File: src/rtl/bin2bcd_seq.sv
// Sequential binary-to-BCD converter using shift-add-3, one input bit per clock.
// Result and overflow flag are held until the next completed conversion.
module bin2bcd_seq #(
  parameter int IN_W = 16,
  parameter int NDIG = 4
) (
  input  logic                 clk,
  input  logic                 reset_n,
  input  logic                 start,
  input  logic [IN_W-1:0]      din,
  output logic                 busy,
  output logic                 done,
  output logic [4*NDIG-1:0]    bcd,
  output logic                 ovf
);

  localparam int AW = 4*NDIG + 4;
  localparam int CW = $clog2(IN_W + 1);
  localparam int unsigned LIMIT = 10**NDIG;

  typedef enum logic [1:0] {IDLE, SHIFT, FIN} state_t;

  state_t             state;
  logic [IN_W-1:0]    sh_bin;
  logic [AW-1:0]      acc;
  logic [AW-1:0]      acc_adj;
  logic [AW+IN_W-1:0] shifted;
  logic [CW-1:0]      cnt;
  logic               ovf_n;

  // Add 3 to every digit >= 5 so the following left shift carries correctly.
  always_comb begin
    acc_adj = acc;
    for (int i = 0; i < NDIG + 1; i++) begin
      if (acc[4*i +: 4] >= 4'd5) begin
        acc_adj[4*i +: 4] = acc[4*i +: 4] + 4'd3;
      end
    end
    shifted = {acc_adj, sh_bin} << 1;
  end

  assign busy = (state != IDLE);

  always_ff @(posedge clk or negedge reset_n) begin
    if (!reset_n) begin
      state  <= IDLE;
      sh_bin <= '0;
      acc    <= '0;
      cnt    <= '0;
      ovf_n  <= 1'b0;
      done   <= 1'b0;
      bcd    <= '0;
      ovf    <= 1'b0;
    end else begin
      done <= 1'b0;
      case (state)
        IDLE: begin
          if (start) begin
            sh_bin <= din;
            acc    <= '0;
            cnt    <= CW'(IN_W);
            ovf_n  <= (32'(din) >= LIMIT);
            state  <= SHIFT;
          end
        end
        SHIFT: begin
          {acc, sh_bin} <= shifted;
          cnt           <= cnt - 1'b1;
          if (cnt == CW'(1)) begin
            state <= FIN;
          end
        end
        FIN: begin
          bcd   <= ovf_n ? {NDIG{4'hE}} : acc[4*NDIG-1:0];
          ovf   <= ovf_n;
          done  <= 1'b1;
          state <= IDLE;
        end
        default: state <= IDLE;
      endcase
    end
  end

endmodule
File: config.mk
export PLATFORM = sky130hd
export DESIGN_NAME = bin2bcd_seq
export DESIGN_NICKNAME = d
export VERILOG_FILES = /design/src/rtl/bin2bcd_seq.sv
export SDC_FILE = /design/constraint.sdc
export NUM_CORES = 1
export LEC_CHECK = 0
export ABC_CLOCK_PERIOD_IN_PS = 1800
export BUFFER_PORTS_ARGS = -buffer_cell sky130_fd_sc_hd__buf_2
export CORE_MARGIN = 4
export CORE_UTILIZATION = 56
export DETAILED_ROUTE_END_ITERATION = 10
export PLACE_DENSITY = 0.87
export RECOVER_POWER = 50
export SLEW_MARGIN = 20
export SYNTH_ARGS = -nofsm -noshare
export SYNTH_HDL_FRONTEND = slang
export SYNTH_SLANG_ARGS = --single-unit
File: constraint.sdc
create_clock -name clk -period 1.8 [get_ports clk]
set_clock_uncertainty 0.1 [all_clocks]
set_input_delay 0.18 -clock clk [delete_from_list [all_inputs] [get_ports clk]]
set_output_delay 0.18 -clock clk [all_outputs]
set_load 0.05 [all_outputs]
==> Word-level counts from Yosys, hierarchy flattened <==
Cells that the tools add are included.
W data, S select, Z words.
{ "word_totals": {"inputBits": 19, "out_inout_bits": 19, "wordCells": 47, "register_bits": 62} }
{ "classes": {"eq_ne": 5, "order_cmp": 6, "mux": 16, "reduce_logical": 6, "addsub": 6} }
{ "ops": {"columns": ["op", "count"], "rows": [
  ["$pmux W20 S2", 1],
  ["$mux W16", 2],
  ["$pmux W16 S2", 1],
  ["$ge A4 B3 Y1 const B", 5],
  ["$mux W20", 1],
  ["$add A4 B2 Y4 const B", 4],
  ["$ge A16 B14 Y1 const B", 1],
  ["$mux W4", 4],
  ["$pmux W5 S2", 1],
  ["$reduce_and A2 Y1", 3],
  ["$eq A5 B1 Y1 const B", 1],
  ["$mux W5", 1],
  ["$sub A5 B1 Y5 const B", 1],
  ["$mux W2", 2],
  ["$ne A2 B2 Y1 const B", 2],
  ["$pmux W2 S2", 1],
  ["$reduce_bool A2 Y1", 2],
  ["$add A3 B2 Y3 const B", 1],
  ["$mux W3", 1],
  ["$eq A2 B1 Y1 const B", 1],
  ["$eq A2 B2 Y1 const B", 1],
  ["$logic_not A2 Y1", 1],
  ["$mux W1", 1]
]} }

==> Logic depth before layout (Yosys ltp) <==
{ "logic_depth": {"word_depth": 3, "mapped_depth": 6, "mapped_depth_nobuf": 6} }

==> Worst setup path before layout <==
No wires, ideal clock.
{ "synth_path": {"kind": "flip-flop to flip-flop", "startpoint": "register acc[0]", "endpoint": "register acc[2]", "arrival_ns": 1.440, "path_buffers": 0, "setup_ns": 0.083, "required_time_ns": 1.617, "slack_ns": 0.177, "path_stages_with_launch": 7, "cell_sequence": "dfrtp_1 inv_1 ha_1 nand2b_1 a21oi_1 mux2_2 o21ai_0"} }
{ "synth_between": {"elab_chain_len": 3} }
{ "synth_lines": {"columns": ["item", "line_no", "source"], "rows": [
  ["start: declaration", "25", "logic [AW-1:0] acc;"],
  ["start signal: assignment", "67", "{acc, sh_bin} <= shifted;"],
  ["$add A4 B2 Y4 / $ge A4 B3 Y1 (equally long branches)", "36, 35", null],
  ["$mux W4 *", "35", "if (acc[4*i +: 4] >= 4'd5) begin"],
  ["$pmux W20 S2 *", "56", "case (state)"]
]} }
Every way passes the cells marked *; elsewhere a longest branch is shown, timed or not.
A chain may end at the register's enable or synchronous reset.

==> Worst setup path in the final report <==
{ "layout_path": {"startpoint": "register acc[5]", "endpoint": "register acc[6]"} }
Same word-level chain as after synthesis.

==> flow_metrics.tcl <==
set metrics [dict create \
    top_cells_by_count_synth "sky130_fd_sc_hd__dfrtp_1, sky130_fd_sc_hd__nand2_1, sky130_fd_sc_hd__o21ai_0, sky130_fd_sc_hd__a22oi_1, sky130_fd_sc_hd__nand3_1" \
    cp_num_buf_inv 1 \
    worst_skew_pair.late_latency_ns 0.34 \
    finalMaxSlewViolations 0 \
    crit_path_top_delay_cell "sky130_fd_sc_hd__dfrtp_1" \
    final_layout_size_suffix_gt1_frac 0.193 \
    final_cell_area_excluding_filler_cells_um2 3280 \
    setup_repair_after_global_routing_missed_its_margin "no" \
    post-place-ws_ns 0.0937 \
    drc 0 \
    globalRouteOverflowTotal 0 \
    cp_slowest_stage_delay_ns 0.41 \
    num_vias 2191 \
    estimated_wirelength_of_the_detail_placed_design_um 3680 \
    start_util 0.597 \
    final_net_count 362 \
    synth_area_leader "sky130_fd_sc_hd__dfrtp_1" \
    fp.dieW_um 77.3 \
    power.density_cell_area_nw_per_um2 1830 \
    maximum_number_of_pins_on_one_net_before_global_route_repair 59 \
    critical_path_sink_type "flop" \
    global_route_wire_length_before_repair_um 9870 \
    final_worst_path_cycle_share 0.934 \
    synth_enable_flop_cells 0 \
    relSlewSlack 0.500 \
    track_usage 0.208 \
    p_leak_nw 1.57 \
    cts_setup_buffers 0 \
    grt_antenna_before_repair 0 \
    synth.distinct_cells 34 \
    vias_per_cell 5.65 \
    vdd_drop_max_uv 871 \
    place_congestion 0.844 \
    clock_tree_from_tritoncts "built" \
    critical_path_cell_list "inv_2, ha_1, nand2b_1, a21oi_2, mux2_2, o21ai_0" \
    via_count_of_the_first_global_routing_pass 2211 \
    clock_tree.root_cell "sky130_fd_sc_hd__clkbuf_8" \
    overall_die_height_um 77.3 \
    post-synth-top-count-cell "sky130_fd_sc_hd__dfrtp_1" \
    dr.pass1.iters 5 \
    route.antenna.remaining_nets 0 \
    whs_ns 0.0248 \
    placed_inst_area_um2 2980 \
    synth.avg_cell_area_um2 9.79 \
    synthCells 275 \
    finalSetupViolations 0 \
    async_flop_share 1.00 \
    worst-path-max-fanout 4 \
    status "finished clean" \
    average_wire_per_cell_in_the_routed_design_um 14.9 \
    synth-seq-cells 58 \
    hold_viol_final 0 \
    critPathArrivalTime_ns 1.83 \
    synth_area_leaders "sky130_fd_sc_hd__dfrtp_1, sky130_fd_sc_hd__nand2_1, sky130_fd_sc_hd__o21ai_0" \
    maximum_operating_frequency_ghz 0.595 \
    fin_tns_setup_ns 0 \
    timing.critical_path.required_ns 1.95 \
    drv_cap 0 \
    flow.area_growth_from_synthesis_pct 22.0 \
    timing.final.crit_period_ns 1.68 \
    cts_num_sinks 58 \
    timing_worst_slew_pin_value_ns 0.749 \
    die_area_um2 5980 \
    synth_top_cell_area_share 0.539 \
    placement.io_buffers 37 \
    antenna_cells_inserted 0 \
    min-delay-path-class "in -> reg" \
    critPathLaunchType "flop" \
    total_number_of_placement_rows 24 \
    yosys_warnings 0 \
    clock_path_buffers 2 \
    min_setup_slack_post_route_ns 0.119 \
    setup.worst_path.class "reg -> reg" \
    netlist_area_um2 2690 \
    cts.clk_slew.worst_paths_ns 0.06 \
    synth_nets 304 \
    synth_flop_cell "sky130_fd_sc_hd__dfrtp_1" \
    wl_um 5770 \
    synth_seq_area_share 0.539 \
    drtIter0Drc 185 \
    core_area_um2 4500 \
    io_pins 38 \
    critPathTopFamily "flip-flops" \
    numCtsBuffers 9 \
    htree_levels 3 \
]
## worst paths after layout
check / startpoint / to / slack [ns] / cells past startpoint
setup reg to reg: acc[5] / acc[6] / 0.12 / 6
hold reg to reg: bcd[14] / bcd[14] / 0.37 / 2
max in group asynchronous: reset_n / acc[3] / 0.63 / 3
min in group asynchronous: reset_n / done / 0.48 / 3
setup / recovery: acc[5] / acc[6] / 0.12 / 6
hold / removal: din[13] / sh_bin[13] / 0.02 / 3
## placed cells by master, fill, tap and decap left out, types with 2 or more instances in the layout
cell type | synthesis | routed
sky130_fd_sc_hd__buf_4 | 0 | 10
sky130_fd_sc_hd__clkbuf_1 | 8 | 13
sky130_fd_sc_hd__inv_2 | 0 | 3
sky130_fd_sc_hd__nor4_1 | 2 | 2
sky130_fd_sc_hd__mux2_2 | 4 | 4
sky130_fd_sc_hd__ha_1 | 10 | 9
sky130_fd_sc_hd__nand2b_1 | 6 | 6
sky130_fd_sc_hd__o31ai_1 | 12 | 12
sky130_fd_sc_hd__nor2_1 | 14 | 14
sky130_fd_sc_hd__xnor2_1 | 4 | 4
sky130_fd_sc_hd__a22oi_1 | 15 | 15
sky130_fd_sc_hd__nand2_1 | 51 | 51
sky130_fd_sc_hd__a21oi_2 | 0 | 3
sky130_fd_sc_hd__inv_1 | 11 | 8
sky130_fd_sc_hd__o21ai_0 | 27 | 27
sky130_fd_sc_hd__nor3_1 | 2 | 2
sky130_fd_sc_hd__a32o_1 | 4 | 4
sky130_fd_sc_hd__nand3_1 | 15 | 15
sky130_fd_sc_hd__dfrtp_1 | 58 | 58
sky130_fd_sc_hd__clkbuf_8 | 0 | 10
sky130_fd_sc_hd__xor2_1 | 3 | 3
sky130_fd_sc_hd__buf_2 | 10 | 28
sky130_fd_sc_hd__dlygate4sd3_1 | 0 | 16
## worst register-to-register path, stage by stage, from the launching register on
cell	delay (ns)
sky130_fd_sc_hd__dfrtp_1	0.41
sky130_fd_sc_hd__inv_2	0.07
sky130_fd_sc_hd__ha_1	0.19
sky130_fd_sc_hd__nand2b_1	0.15
sky130_fd_sc_hd__a21oi_2	0.18
sky130_fd_sc_hd__mux2_2	0.35
sky130_fd_sc_hd__o21ai_0	0.15
## layout make-up
cell class,instances,area [um^2]
fill,338,1220
inverter,11,41.3
sequential,58,1450
multi-input combinational,188,1140
clock buffer,14,153
timing repair buffer,65,437
tap,52,65.1
## routing by layer
metal | wire length [um] | global-route usage | vias up
li1 | - | - | 1064
met2 | 2740 | 0.348 | 82
met5 | 0 | 0 | -
met3 | 351 | 0.0468 | 12
met4 | 122 | 0.110 | 0
met1 | 2560 | 0.250 | 1033
## registers in the layout, summed over array words and instances (netlist names)
signal / flops
acc: 16
bcd: 16
sh_bin: 16
cnt: 5
state: 2
done: 1
ovf: 1
ovf_n: 1
## power breakdown
| part | switching, mW | internal (mW) | total, mW | leakage, nW |
|---|---|---|---|---|
| registers | 0.473 | 1.86 | 2.33 | 0.734 |
| clock network | 0.458 | 0.524 | 0.982 | 0.0766 |
| logic | 1.70 | 1.00 | 2.70 | 0.757 |
## repair_timing
item / in CTS / in global routing
hold buffers: 16 / 0
endpoints found under the hold margin: 73 / 0
gates resized for setup: 0 / 7
setup endpoints to repair: 0 / 4
## metrics by stage
stage	instances	utilization	total power, mW
5_1_grt	388	0.729	6.48
4_1_cts	388	0.731	6.03
2_1_floorplan	275	-	4.29
6_report	388	0.729	6.02
3_3_place_gp	358	0.662	4.88
3_5_place_dp	358	0.662	5.00
## logic make-up after synthesis
family                   count (synthesis)  synth area share
flip-flops                              58             0.539
AND/OR/NAND/NOR                        101             0.169
buffers and inverters                   29            0.0451
XOR/XNOR                                 7            0.0228
multiplexers                             5            0.0205
adder cells (fa/ha/maj)                 10            0.0465
AO/OA/AOI/OAI                           65             0.157
No activity file was read; power rests on OpenSTA's default activity.
